===== src/rtl/x_startup_sequencer.sv =====
// ============================================================================
// x_startup_sequencer
// ----------------------------------------------------------------------------
// Drives the device startup interface from the configuration side. Once
// configuration is complete (START) the block steps through startup phases
// 1..7. At the configured phases it releases GTS and GSR and asserts DONE.
// At phase 7 it flags end-of-startup (EOS) and waits in RUN.
//
// A program request (PROGREQ_IN) in RUN raises PREQ toward the user. The
// block then waits for the user acknowledge (PACK), bounded by PACK_TIMEOUT
// cycles. It then walks a three-edge shutdown that re-asserts GTS and GSR,
// drops DONE and returns to IDLE.
//
// Optional build macro:
//   STARTUP_SEQ_DONE_WAIT_EN  - when defined, the startup count stalls at
//                               DONE_CYCLE until the external DONE pad
//                               sense (DONE_IN) reads high, delaying every
//                               later phase. When undefined, DONE_IN is
//                               ignored and startup is purely count-driven.
//
// Parameters:
//   GTS_CYCLE     startup phase (1..6) at which GTS deasserts
//   GSR_CYCLE     startup phase (1..6) at which GSR deasserts
//   DONE_CYCLE    startup phase (1..6) at which DONE asserts
//   PACK_TIMEOUT  cycles in PREQ_WAIT before forced shutdown (1..65535)
//
// Ports:
//   CLK         in   sequencer clock, rising edge
//   RSTB        in   asynchronous active-low reset
//   START       in   configuration complete, level-sampled in IDLE
//   PROGREQ_IN  in   program request from configuration logic
//   PACK        in   user acknowledge of PREQ
//   DONE_IN     in   external DONE pad sense (optional feature only)
//   GSR         out  global set/reset, active high
//   GTS         out  global tristate, active high
//   DONE        out  internal DONE
//   EOS         out  end of startup
//   PREQ        out  program request to user
//   TIMEOUT     out  sticky flag: PACK never arrived
//   PHASE       out  current startup phase 0..7
//
// All outputs are registered; there is no combinational input-to-output path.
// ============================================================================
module x_startup_sequencer #(
    parameter int unsigned GTS_CYCLE    = 5,
    parameter int unsigned GSR_CYCLE    = 6,
    parameter int unsigned DONE_CYCLE   = 4,
    parameter int unsigned PACK_TIMEOUT = 256
) (
    input  logic       CLK,
    input  logic       RSTB,
    input  logic       START,
    input  logic       PROGREQ_IN,
    input  logic       PACK,
    input  logic       DONE_IN,
    output logic       GSR,
    output logic       GTS,
    output logic       DONE,
    output logic       EOS,
    output logic       PREQ,
    output logic       TIMEOUT,
    output logic [2:0] PHASE
);

    localparam int unsigned PHASE_W = 3;
    localparam int unsigned TMO_W   = 16;
    localparam int unsigned SD_W    = 2;

    localparam logic [PHASE_W-1:0] PH_GTS  = PHASE_W'(GTS_CYCLE);
    localparam logic [PHASE_W-1:0] PH_GSR  = PHASE_W'(GSR_CYCLE);
    localparam logic [PHASE_W-1:0] PH_DONE = PHASE_W'(DONE_CYCLE);
    localparam logic [PHASE_W-1:0] PH_LAST = PHASE_W'(7);

    // Counter value on the edge before the one that reaches PACK_TIMEOUT.
    localparam logic [TMO_W-1:0]   TMO_LAST = TMO_W'(PACK_TIMEOUT - 1);

    localparam logic [SD_W-1:0]    SD_GTS  = SD_W'(0);
    localparam logic [SD_W-1:0]    SD_GSR  = SD_W'(1);

    // Elaboration-time parameter range check: a bad configuration stops the
    // build before time advances.
    if (GTS_CYCLE == 0 || GTS_CYCLE > 6 ||
        GSR_CYCLE == 0 || GSR_CYCLE > 6 ||
        DONE_CYCLE == 0 || DONE_CYCLE > 6 ||
        PACK_TIMEOUT == 0 || PACK_TIMEOUT > 65535) begin : g_param_err
        $fatal(1, "x_startup_sequencer: parameter out of range (GTS_CYCLE=%0d GSR_CYCLE=%0d DONE_CYCLE=%0d PACK_TIMEOUT=%0d)",
               GTS_CYCLE, GSR_CYCLE, DONE_CYCLE, PACK_TIMEOUT);
    end

    typedef enum logic [2:0] {
        S_IDLE      = 3'd0,
        S_STARTUP   = 3'd1,
        S_RUN       = 3'd2,
        S_PREQ_WAIT = 3'd3,
        S_SHUTDOWN  = 3'd4
    } state_t;

    state_t               state_q, state_d;
    logic [PHASE_W-1:0]   phase_q, phase_d;
    logic [TMO_W-1:0]     cnt_q,   cnt_d;
    logic [SD_W-1:0]      sd_q,    sd_d;
    logic                 gsr_q,   gsr_d;
    logic                 gts_q,   gts_d;
    logic                 done_q,  done_d;
    logic                 eos_q,   eos_d;
    logic                 preq_q,  preq_d;
    logic                 tmo_q,   tmo_d;

    // High on any edge that moves PHASE onto a new startup phase; gates
    // the per-phase GTS/GSR/DONE events.
    logic                 enter_phase;
    // High while the startup count must hold at the DONE phase.
    logic                 phase_hold;

`ifndef STARTUP_SEQ_DONE_WAIT_EN
    // Pad sense has no function in the purely count-driven build.
    logic                 unused_done_in;
    assign unused_done_in = DONE_IN;
`endif

    // State and output registers.
    always_ff @(posedge CLK or negedge RSTB) begin
        if (!RSTB) begin
            state_q <= S_IDLE;
            phase_q <= '0;
            cnt_q   <= '0;
            sd_q    <= '0;
            gsr_q   <= 1'b1;
            gts_q   <= 1'b1;
            done_q  <= 1'b0;
            eos_q   <= 1'b0;
            preq_q  <= 1'b0;
            tmo_q   <= 1'b0;
        end else begin
            state_q <= state_d;
            phase_q <= phase_d;
            cnt_q   <= cnt_d;
            sd_q    <= sd_d;
            gsr_q   <= gsr_d;
            gts_q   <= gts_d;
            done_q  <= done_d;
            eos_q   <= eos_d;
            preq_q  <= preq_d;
            tmo_q   <= tmo_d;
        end
    end

    // Next-state and next-output logic.
    always_comb begin
        state_d     = state_q;
        phase_d     = phase_q;
        cnt_d       = cnt_q;
        sd_d        = sd_q;
        gsr_d       = gsr_q;
        gts_d       = gts_q;
        done_d      = done_q;
        eos_d       = eos_q;
        preq_d      = preq_q;
        tmo_d       = tmo_q;
        enter_phase = 1'b0;
        phase_hold  = 1'b0;

`ifdef STARTUP_SEQ_DONE_WAIT_EN
        phase_hold  = (phase_q == PH_DONE) && !DONE_IN;
`endif

        case (state_q)
            S_IDLE: begin
                // PROGREQ_IN and PACK have no effect before startup.
                if (START) begin
                    state_d     = S_STARTUP;
                    phase_d     = PHASE_W'(1);
                    tmo_d       = 1'b0;
                    enter_phase = 1'b1;
                end
            end

            S_STARTUP: begin
                // Program requests are neither acted on nor remembered here.
                if (!phase_hold) begin
                    phase_d     = phase_q + PHASE_W'(1);
                    enter_phase = 1'b1;
                    if (phase_d == PH_LAST) begin
                        eos_d   = 1'b1;
                        state_d = S_RUN;
                    end
                end
            end

            S_RUN: begin
                if (PROGREQ_IN) begin
                    preq_d  = 1'b1;
                    cnt_d   = '0;
                    state_d = S_PREQ_WAIT;
                end
            end

            S_PREQ_WAIT: begin
                // An acknowledge beats a timeout landing on the same edge.
                if (PACK) begin
                    preq_d  = 1'b0;
                    sd_d    = SD_GTS;
                    state_d = S_SHUTDOWN;
                end else if (cnt_q == TMO_LAST) begin
                    cnt_d   = cnt_q + TMO_W'(1);
                    tmo_d   = 1'b1;
                    preq_d  = 1'b0;
                    sd_d    = SD_GTS;
                    state_d = S_SHUTDOWN;
                end else begin
                    cnt_d   = cnt_q + TMO_W'(1);
                end
            end

            S_SHUTDOWN: begin
                // Tristate first, then reset, then drop DONE and go idle.
                case (sd_q)
                    SD_GTS: begin
                        eos_d = 1'b0;
                        gts_d = 1'b1;
                        sd_d  = SD_GSR;
                    end
                    SD_GSR: begin
                        gsr_d = 1'b1;
                        sd_d  = SD_W'(2);
                    end
                    default: begin
                        done_d  = 1'b0;
                        phase_d = '0;
                        sd_d    = '0;
                        state_d = S_IDLE;
                    end
                endcase
            end

            default: begin
                state_d = S_IDLE;
            end
        endcase

        // Each release/assert lands on the edge at which PHASE takes its value.
        if (enter_phase) begin
            if (phase_d == PH_GTS) begin
                gts_d = 1'b0;
            end
            if (phase_d == PH_GSR) begin
                gsr_d = 1'b0;
            end
            if (phase_d == PH_DONE) begin
                done_d = 1'b1;
            end
        end
    end

    assign GSR     = gsr_q;
    assign GTS     = gts_q;
    assign DONE    = done_q;
    assign EOS     = eos_q;
    assign PREQ    = preq_q;
    assign TIMEOUT = tmo_q;
    assign PHASE   = phase_q;

endmodule

===== config.mk =====
export PLATFORM = sky130hd
export DESIGN_NAME = x_startup_sequencer
export DESIGN_NICKNAME = d
export VERILOG_FILES = /design/src/rtl/x_startup_sequencer.sv
export SDC_FILE = /design/constraint.sdc
export NUM_CORES = 1
export LEC_CHECK = 0
export BUFFER_PORTS_ARGS = -buffer_cell sky130_fd_sc_hd__buf_4
export CORE_MARGIN = 2
export CORE_UTILIZATION = 35
export DETAILED_ROUTE_END_ITERATION = 8
export SLEW_MARGIN = 25
export SYNTH_ARGS = -nofsm -noshare
export SYNTH_HDL_FRONTEND = slang
export SYNTH_SLANG_ARGS = --single-unit

===== constraint.sdc =====
create_clock -name CLK -period 1.6 [get_ports CLK]
set_input_delay 0.32 -clock CLK [delete_from_list [all_inputs] [get_ports CLK]]
set_output_delay 0.32 -clock CLK [all_outputs]
set_load 0.005 [all_outputs]

-- After elaboration in Yosys (flattened, before gate mapping)
Index checks and enable logic that the tools add are counted.
W data, S select, Z words.
- register bits: 30
- latch bits: 0
- RAM bits: 0
- bits in read-only memories: 0
- input port bits: 6
- output and inout port bits: 9
- word-level logic and storage cells: 85
- memories: 0
- $add $sub $neg: 2
- $mul: 0
- divide/modulo/power cells: 0
- $lt $le $gt $ge: 0
- equal/unequal tests: 18
- shifts and indexed selects: 0
- muxes and demuxes: 42
- bitwise logic cells: 0
- reductions and logical operators: 13
- operators with widths (kind ; number):
    $mux W16 ; 2
    $pmux W16 S2 ; 1
    $mux W3 ; 8
    $mux W1 ; 21
    $add A16 B1 Y16 const B ; 1
    $eq A16 B8 Y1 const B ; 1
    $eq A3 B3 Y1 const B ; 5
    $pmux W3 S5 ; 1
    $ne A2 B2 Y1 const B ; 7
    $pmux W3 S3 ; 1
    $reduce_and A3 Y1 ; 3
    $pmux W1 S2 ; 4
    $pmux W2 S2 ; 2
    $reduce_bool A2 Y1 ; 4
    $eq A3 B2 Y1 const B ; 2
    $reduce_and A5 Y1 ; 1
    $mux W2 ; 2
    $reduce_and A4 Y1 ; 1
    $add A3 B1 Y3 const B ; 1
    $eq A3 B1 Y1 const B ; 1
    $logic_not A3 Y1 ; 1
    $ne A3 B3 Y1 const B ; 1
    $eq A2 B1 Y1 const B ; 1
    $logic_not A2 Y1 ; 1
    2 further kinds ; 2

-- Longest topological paths before layout
Gate-level depths: netlist (run 1).
- depth in word-level cells: 7
- mapped depth: 6
- mapped depth without buffers: 5

-- Least setup slack after synthesis (run 1)
Ideal clock, no wire load.
- path kind: reg2reg
- start point: reg cnt_q[12]
- end point: reg state_q[0]
- setup time: 0.126 ns
- data arrival time: 1.516 ns
- required time: 1.474 ns
- slack: -0.042 ns
- stages on the path, launching flop included: 5
- path buffers: 0
- period minus slack after synthesis: 1.642 ns
- cells stage by stage: dfrtp_1 -> or4_4 -> nor4_4 -> nor2_1 -> o32a_1
- cells in the longest elaborated chain, start to end: 3
- RTL lines (element ; RTL line ; text):
    start, declared ; 100 ; logic [TMO_W-1:0] cnt_q, cnt_d;
    start signal, assigned ; 137 ; cnt_q <= cnt_d;
    $eq A16 B8 Y1 ; 204 ; end else if (cnt_q == TMO_LAST) begin
    $ne A3 B3 Y1 (no line) ; - ;
    $reduce_and A5 Y1 (no line) ; - ;
    end signal, assigned ; 135 ; state_q <= state_d;
    end, declared ; 98 ; state_t state_q, state_d;
No other way between the ends.
A chain may end at the register's enable or synchronous reset.

-- Worst setup path in the final report (run 1)
- start point: reg cnt_q[12]
- end point: reg sd_q[0]
- cells in the longest elaborated chain, start to end: 3
- RTL lines (element ; RTL line ; text):
    $eq A16 B8 Y1 ; 204 ;
    $ne A3 B3 Y1 (no line) ; - ;
    $reduce_and A2 Y1 (no line) ; - ;
    end signal, assigned ; 127 ; sd_q <= '0;
    end signal, assigned ; 138 ; sd_q <= sd_d;
    end, declared ; 101 ; logic [SD_W-1:0] sd_q, sd_d;
No other way between the ends.

==> results.md, run 1 <==
* CTS root buffer: clkbuf_8
* Fin Hold WS at about 0.35 ns
* Sequential share of the synthesized area at a little under half
* Gpl congestion at ~0.84
* Worst hold start: START
* Die X at a little over 70 um
* Maximum vdd ir drop at 0.000660 V
* Cells on worst reg2reg path at 4
* Reg-to-Reg End: sd_q[0]$_DFFE_PN0P_
* Num CTS Buffers at 5
* 1st-pass router iterations at 4
* Headroom to the max-slew limit at between 70% and 80%
* R2R setup slack at -0.11 ns
* Leakage at between 0.9 and 1 nW
* Crit Path Max Fanout at 4
* Grt total ovfl at 0
* Initial antenna violation count at 0
* Rows at 24
* Final setup fails at 5
* Routed length per instance at about 14 um
* Worst Hold Class: primary input to flip-flop
* Number of remaining DRC errors at 0
* Type of the worst setup path: flip-flop to flip-flop
* FF+latch count, synth at 30
* Busiest grt layer: met2
* Routing usage on met2 at between 20% and 30%
* Post-synth EDFFs at 0
* Die Height at roughly 70 um
* Vias in the first global route at between 1,000 and 1,500
* H-Tree Level Count at 2
* DR vias at around 1,400
* RSZ-0062 raised after global routing: true
* Syn nets at approximately 170
* Post-DP HPWL at approximately 2600 um
* Setup TNS Final at -0.352 ns
* Clk pin slew, worst setup/hold paths at 0.07 ns
* Crit path DAT at about 1.9 ns
* Worst EP required at ~1.8 ns
* First-pass GRT wire length at around 6200 um
* Final Net Count at about 220
* Synth Warn # at 0
* Status: finished with violations
* Critical R2R Launch: cnt_q[12]$_DFFE_PN0P_
* Synth async-reset ratio at 100%
* DRT iter0 DRCs at 47
* Yosys cell types at between 40 and 50
* Antenna diode count at 0
* Clock Latency Late Sink at 0.28 ns
* CTS sink count at 30
* Buffer depth of the longest clock path at 2
* Largest net degree at the start of global routing at 31
* CP startpoint kind: flip-flop
* PnR Total Power at 3.02 mW
* TritonCTS clock tree: yes
* Met3 Track Usage GR at roughly 4.3%
* # port buffers at 13
* Pwr dens at between 1000 and 1500 nW/um2
* Area Growth Syn to Fin at 34.7%
* Setup ws final at -0.113 ns
* Min cycle time layout at between 1.5 and 2 ns
* DR vias/cell at 5.36
* Failing checks: setup timing
* Layout cells sized above 1 at between 30% and 40%
* Fmax at roughly 0.58 GHz
* Syn avg cell area at roughly 10 um2
* Post-route clock skew at ~0.0061 ns
* Initial Utilization at between 30% and 40%
* Final hold vios at 0
* Post-synthesis cell count at between 150 and 200
* Top cell type's share of synthesized area at a little over two fifths
* Ys flop type: dfrtp_1
* WHS Path Cells at 4
* Top post-synthesis cells by area: dfrtp_1 (43%), o21ai_0 (4.9%), or3_1 (3.9%), a21oi_1 (3.4%), dfstp_2 (3.2%)
* Die area at 5200 um2
* Fillers at about 420
* I/O pin total at 15
* Max cap viols at 0
* Core area at around 4400 um2
* Final Cycle Share at 107%
* Total GRT Usage at between 10% and 20%
* Antenna Nets Post-Route at 0
* Dominant cell type by area after synthesis: dfrtp_1
* GR Layer Usage met1 at a little under a fifth
* Crit. End Element: flip-flop
* Final wirelength at roughly 3600 um
* Final Cell Area at approximately 2200 um2
* Hold worst-path end: TIMEOUT$_DFFE_PN0P_
* Worst-Margin Slew at a little under 0.4 ns
* Synthesized cell area at approximately 1600 um2
* Area after DPL at approximately 2000 um2
* Final Max Tran Viols at 0
## registers in the layout, summed over array words and instances (netlist names), 2 cells and up
name / cells
PHASE: 3
sd_q: 2
cnt_q: 16
state_q: 3
## worst max-delay path, cell delays in order (launching register included)
cell and delay (ns):
dfrtp_1 0.38, or4_4 0.56, nor4_4 0.19, o211ai_1 0.20, a31o_1 0.27
## kinds of logic after synthesis
logic type                 synth area share, %
adders and majority gates                 2.31
xor gates and xnor gates                  3.24
AOI/OAI and AO/OA                         20.7
and+or+nand+nor                           22.9
DFF                                       46.4
buffers and inverters                     4.47
## metal layers
| layer | up-vias | share of wire [%] |
|---|---|---|
| li1 | 707 | - |
| met4 | 0 | 1.5 |
| met5 | - | 0 |
| met3 | 7 | 3.3 |
| met2 | 21 | 49 |
| met1 | 675 | 46 |
## where the power goes
part	leakage (nW)	internal [mW]	total, mW	switching [mW]
Combinational	0.531	0.664	1.28	0.613
Clock	0.0482	0.346	0.623	0.277
Sequential	0.378	0.952	1.12	0.167
## how the worst max path moves through the flow
| stage | startpoint | endpoint | slack [ns] |
|---|---|---|---|
| after CTS | cnt_q[12]$_DFFE_PN0P_ | sd_q[0]$_DFFE_PN0P_ | -0.10 |
| after floorplan | cnt_q[12]$_DFFE_PN0P_ | state_q[0]$_DFFE_PN0P_ | -0.04 |
| after global routing | cnt_q[12]$_DFFE_PN0P_ | sd_q[0]$_DFFE_PN0P_ | -0.25 |
| after detailed placement | cnt_q[12]$_DFFE_PN0P_ | sd_q[0]$_DFFE_PN0P_ | -0.10 |
| after global placement | cnt_q[12]$_DFFE_PN0P_ | sd_q[0]$_DFFE_PN0P_ | -0.08 |
| final | cnt_q[12]$_DFFE_PN0P_ | sd_q[0]$_DFFE_PN0P_ | -0.11 |
## cells in the final DEF, fill, tap and decap left out, types with 2 or more instances in the layout
cell type,n
a21oi_1,10
a22o_1,3
a31o_1,2
and2_1,3
buf_4,45
clkbuf_8,6
dfrtp_1,25
dfrtp_2,3
dfstp_2,2
ha_1,2
inv_1,7
nand2_1,8
nand3_1,2
nand4_1,2
nor2_1,11
nor2b_1,4
nor3_1,3
o2111ai_1,2
o2111ai_4,2
o211ai_1,2
o21ai_0,14
o21ai_1,2
o22ai_2,2
o32a_1,2
or3_1,9
xor2_1,5
## through the flow
stage	setup WS [ns]	utilization (%)	cells
finish	-0.113	49.5	263
global route	-0.250	49.5	263
CTS	-0.100	47.7	258
detailed placement	-0.103	44.3	248
global placement	-0.0784	44.3	248
floorplan	-0.0424	-	162
## area by class of cell
class	instances	area, um2	share of cell area [%]
inverter	7	26.3	1.20
clock inverter	1	5.00	0.229
clock buffer	7	86.3	3.95
timing repair buffer	47	368	16.8
tap	52	65.1	2.98
sequential	30	757	34.6
multi-input combinational	119	878	40.2
## synthesized netlist by cell type (2+ instances only)
cell,instances
nand4_1,2
a21oi_1,11
o32a_1,2
o21ai_0,16
o31ai_1,2
and2_1,3
xor2_1,5
nor2b_1,4
inv_1,7
or3_1,10
nor3_1,3
and4_1,2
nand3_1,2
ha_1,3
clkbuf_1,2
a22o_1,3
o2111ai_2,2
o2111ai_1,2
buf_6,3
dfstp_2,2
o22ai_1,2
o211ai_1,2
a31o_1,2
dfrtp_1,28
nor2_1,11
nand2_1,8
## what timing repair did
item                                    4_1_cts  5_1_grt
buffers inserted                              1        5
hold buffers                                  1        0
hold endpoints to repair                     28        0
gates resized for setup                       6       14
endpoints found under the setup margin       13       21
pin swaps                                     2        8
Note: power is estimated with default switching activity, not from simulation.
==> run 2: changes to the inputs <==
--- a/config.mk
+++ b/config.mk
@@ -8,7 +8,9 @@
 export BUFFER_PORTS_ARGS = -buffer_cell sky130_fd_sc_hd__buf_4
 export CORE_MARGIN = 2
 export CORE_UTILIZATION = 35
+export CTS_CLUSTER_SIZE = 8
 export DETAILED_ROUTE_END_ITERATION = 8
+export PLACE_DENSITY = 0.64
 export SLEW_MARGIN = 25
 export SYNTH_ARGS = -nofsm -noshare
 export SYNTH_HDL_FRONTEND = slang
==> run 2 against run 1 <==
Effect of this change: the flow still finishes with violations (setup timing); setup slack better by 0.035 ns; combinational power hardly changed; non-clock buffer count fell by 2; worst hold slack improved by 0.010 ns; fmax rose by 2.1%; sequential cell count stayed put; sequential share of layout area is 0.33 points higher; power rose by 3.3%; highest routed layer unchanged; utilization shrank 0.62 points; global-route usage decreased by 0.28 points; register-to-register slack improved by 0.04 ns; first-iteration DRC count is 13% lower.
==> results.md, run 2 (synthesis results as in run 1) <==
* Status: finished with violations
* Failing checks: setup timing
* Die X at 72.1 um (unchanged)
* Fmax at 0.596 GHz (+2.1%)
* DRT iter0 DRCs at 41 (-13%)
* Die Height at 72.1 um (unchanged)
* CTS root buffer: clkbuf_8
* Core area at 4410 um2 (unchanged)
* Initial Utilization at 36.8% (unchanged)
* Num CTS Buffers at 5 (unchanged)
* I/O pin total at 15 (unchanged)
* Buffer depth of the longest clock path at 2 (unchanged)
* Final core occ at 48.9% (-0.62 points)
* Initial antenna violation count at 0 (unchanged)
* R2R setup slack at -0.08 ns (+0.04 ns)
* Final Net Count at 217 (-0.91%)
* Most flops, register: cnt_q
* Post-route clock skew at 0.00516 ns (-0.000974 ns)
* Worst-path cell chain: or4_4 > nor4_4 > o211ai_1 > a31o_1
* Max cap viols at 0 (unchanged)
* Worst hold start: START
* Critical R2R Launch: cnt_q[12]$_DFFE_PN0P_
* Post-DP HPWL at 2530 um (-2.8%)
* Clock Latency Late Sink at 0.28 ns (about the same)
* Worst EP required at 1.77 ns (about the same)
* Clk pin slew, worst setup/hold paths at 0.06 ns (about the same)
* Crit path DAT at 1.85 ns (-0.03 ns)
* Final Cycle Share at 105% (-2.2 points)
* H-Tree Level Count at 2 (unchanged)
* Hold worst-path end: TIMEOUT$_DFFE_PN0P_
* Max incr delay on CP at 0.56 ns (about the same)
* Slowest-stage cell, CP: or4_4
* Cells on worst reg2reg path at 4 (unchanged)
* First-pass GRT wire length at 6220 um (-0.45%)
* Headroom to the max-slew limit at 74.0% (+0.14 points)
* Most frequent cells in the layout: buf_4 (43), dfrtp_1 (27), o21ai_0 (15), nor2_1 (11), a21oi_1 (10)
* Final std cells w/o fill at 261 (-0.76%)
* Placed insts at 250 (+0.81%)
* Setup ws final at -0.0781 ns (+0.0351 ns)
* Fillers at 412 (-2.1%)
* Rows at 24 (unchanged)
* 1st-pass router iterations at 4 (unchanged)
* Gpl congestion at 0.777 (-8.0%)
* Worst slack, placed at -0.0736 ns (+0.0291 ns)
* Min cycle time layout at 1.68 ns (-0.0351 ns)
* Final Max Tran Viols at 0 (unchanged)
* Total GRT Usage at 15.1% (-0.28 points)
* Vias in the first global route at 1,357 (-2.7%)
* Final wirelength at 3550 um (-2.2%)
* Multi-input gate area at 850 um2 (-3.3%)
* Number of remaining DRC errors at 0 (unchanged)
* Reg-to-Reg End: sd_q[1]$_DFFE_PN0P_
* RSZ-0062 raised after global routing: true
* WHS Path Cells at 4 (unchanged)
* Final setup fails at 8 (+3)
* Maximum vdd ir drop at 0.000647 V (-2.0%)
* Most common library cell in the layout ignoring fill and taps: buf_4
* Area Growth Syn to Fin at 33.0%
* CTS sink count at 30 (unchanged)
* Layout cells sized above 1 at 34.4% (-2.5 points)
* DR vias at 1,394 (-1.1%)
* Fin Hold WS at 0.358 ns (+0.0103 ns)
* Antenna Nets Post-Route at 0 (unchanged)
* Crit. End Element: flip-flop
* Antenna diode count at 0 (unchanged)
* Worst-Margin Slew at 0.390 ns (-0.00207 ns)
* CP startpoint kind: flip-flop
* DR vias/cell at 5.34 (-0.38%)
* Met3 Track Usage GR at 3.33% (-0.97 points)
* GR Layer Usage met1 at 19.6% (+1.3 points)
* Largest net degree at the start of global routing at 31 (unchanged)
* Routed length per instance at 13.6 um (-1.5%)
* TritonCTS clock tree: yes
* Grt total ovfl at 0 (unchanged)
* Max FFs per register at 16 (unchanged)
* Pwr dens at 1440 nW/um2 (+4.6%)
* Crit Path Max Fanout at 4 (unchanged)
* Die area at 5200 um2 (unchanged)
* Final hold vios at 0 (unchanged)
* Routing usage on met2 at 24.9% (-1.5 points)
* Worst Hold Class: primary input to flip-flop
* Busiest grt layer: met2
* Register area at 754 um2 (-0.33%)
* # port buffers at 13 (unchanged)
* Type of the worst setup path: flip-flop to flip-flop
* Leakage at 0.964 nW (+0.67%)
[run 2: worst max-delay path: cells and delay by family, from the launching register on]
kind | cells | cell delay, ns
compound gates | 2 | 0.44
simple gates | 2 | 0.75
flops | 1 | 0.39
[run 2: timing repair]
action | 4_1_cts | 5_1_grt
pin swaps | 0 | 3
setup buffers | 0 | 2
endpoints found under the setup margin | 11 | 21
resized for setup | 2 | 11
endpoints found under the hold margin | 28 | 0
hold buffers | 1 | 0
cloned | 0 | 0
[run 2: area by class of cell]
class,count,area share [%]
multi-input cells,119,39.4
clock buffers,8,5.10
flip-flops and latches,30,35.0
inverters,7,1.22
well taps,52,3.01
repair buffers,45,16.3
[run 2: where the power goes]
group | total [mW] | internal [mW] | switching [mW]
registers | 1.11 | 0.949 | 0.159
logic | 1.30 | 0.679 | 0.623
clock network | 0.708 | 0.434 | 0.274
[run 2: metal layers]
| metal | up-vias | wire, um |
|---|---|---|
| met3 | 7 | 103 |
| met2 | 17 | 1670 |
| li1 | 699 | - |
| met1 | 671 | 1720 |
| met5 | - | 0 |
| met4 | 0 | 44 |
[run 2: how the worst max path moves through the flow]
stage | startpoint | to | slack (ns) | cells after the start
after global routing | cnt_q[12]$_DFFE_PN0P_ | sd_q[1]$_DFFE_PN0P_ | -0.20 | 4
after detailed placement | cnt_q[12]$_DFFE_PN0P_ | sd_q[1]$_DFFE_PN0P_ | -0.07 | 4
after CTS | cnt_q[12]$_DFFE_PN0P_ | sd_q[1]$_DFFE_PN0P_ | -0.08 | 4
after global placement | cnt_q[12]$_DFFE_PN0P_ | sd_q[0]$_DFFE_PN0P_ | -0.05 | 4
final | cnt_q[12]$_DFFE_PN0P_ | sd_q[1]$_DFFE_PN0P_ | -0.08 | 4
after floorplan | cnt_q[12]$_DFFE_PN0P_ | state_q[0]$_DFFE_PN0P_ | -0.04 | 4
[run 2: metrics by stage]
step | area (um2) | total power [mW] | setup TNS, ns
6_report | 2160 | 3.12 | -0.374
5_1_grt | 2160 | 3.36 | -1.44
4_1_cts | 2100 | 3.06 | -0.363
3_5_place_dp | 1970 | 2.33 | -0.287
3_3_place_gp | 1970 | 2.30 | -0.140
2_1_floorplan | 1620 | 1.80 | -0.0929
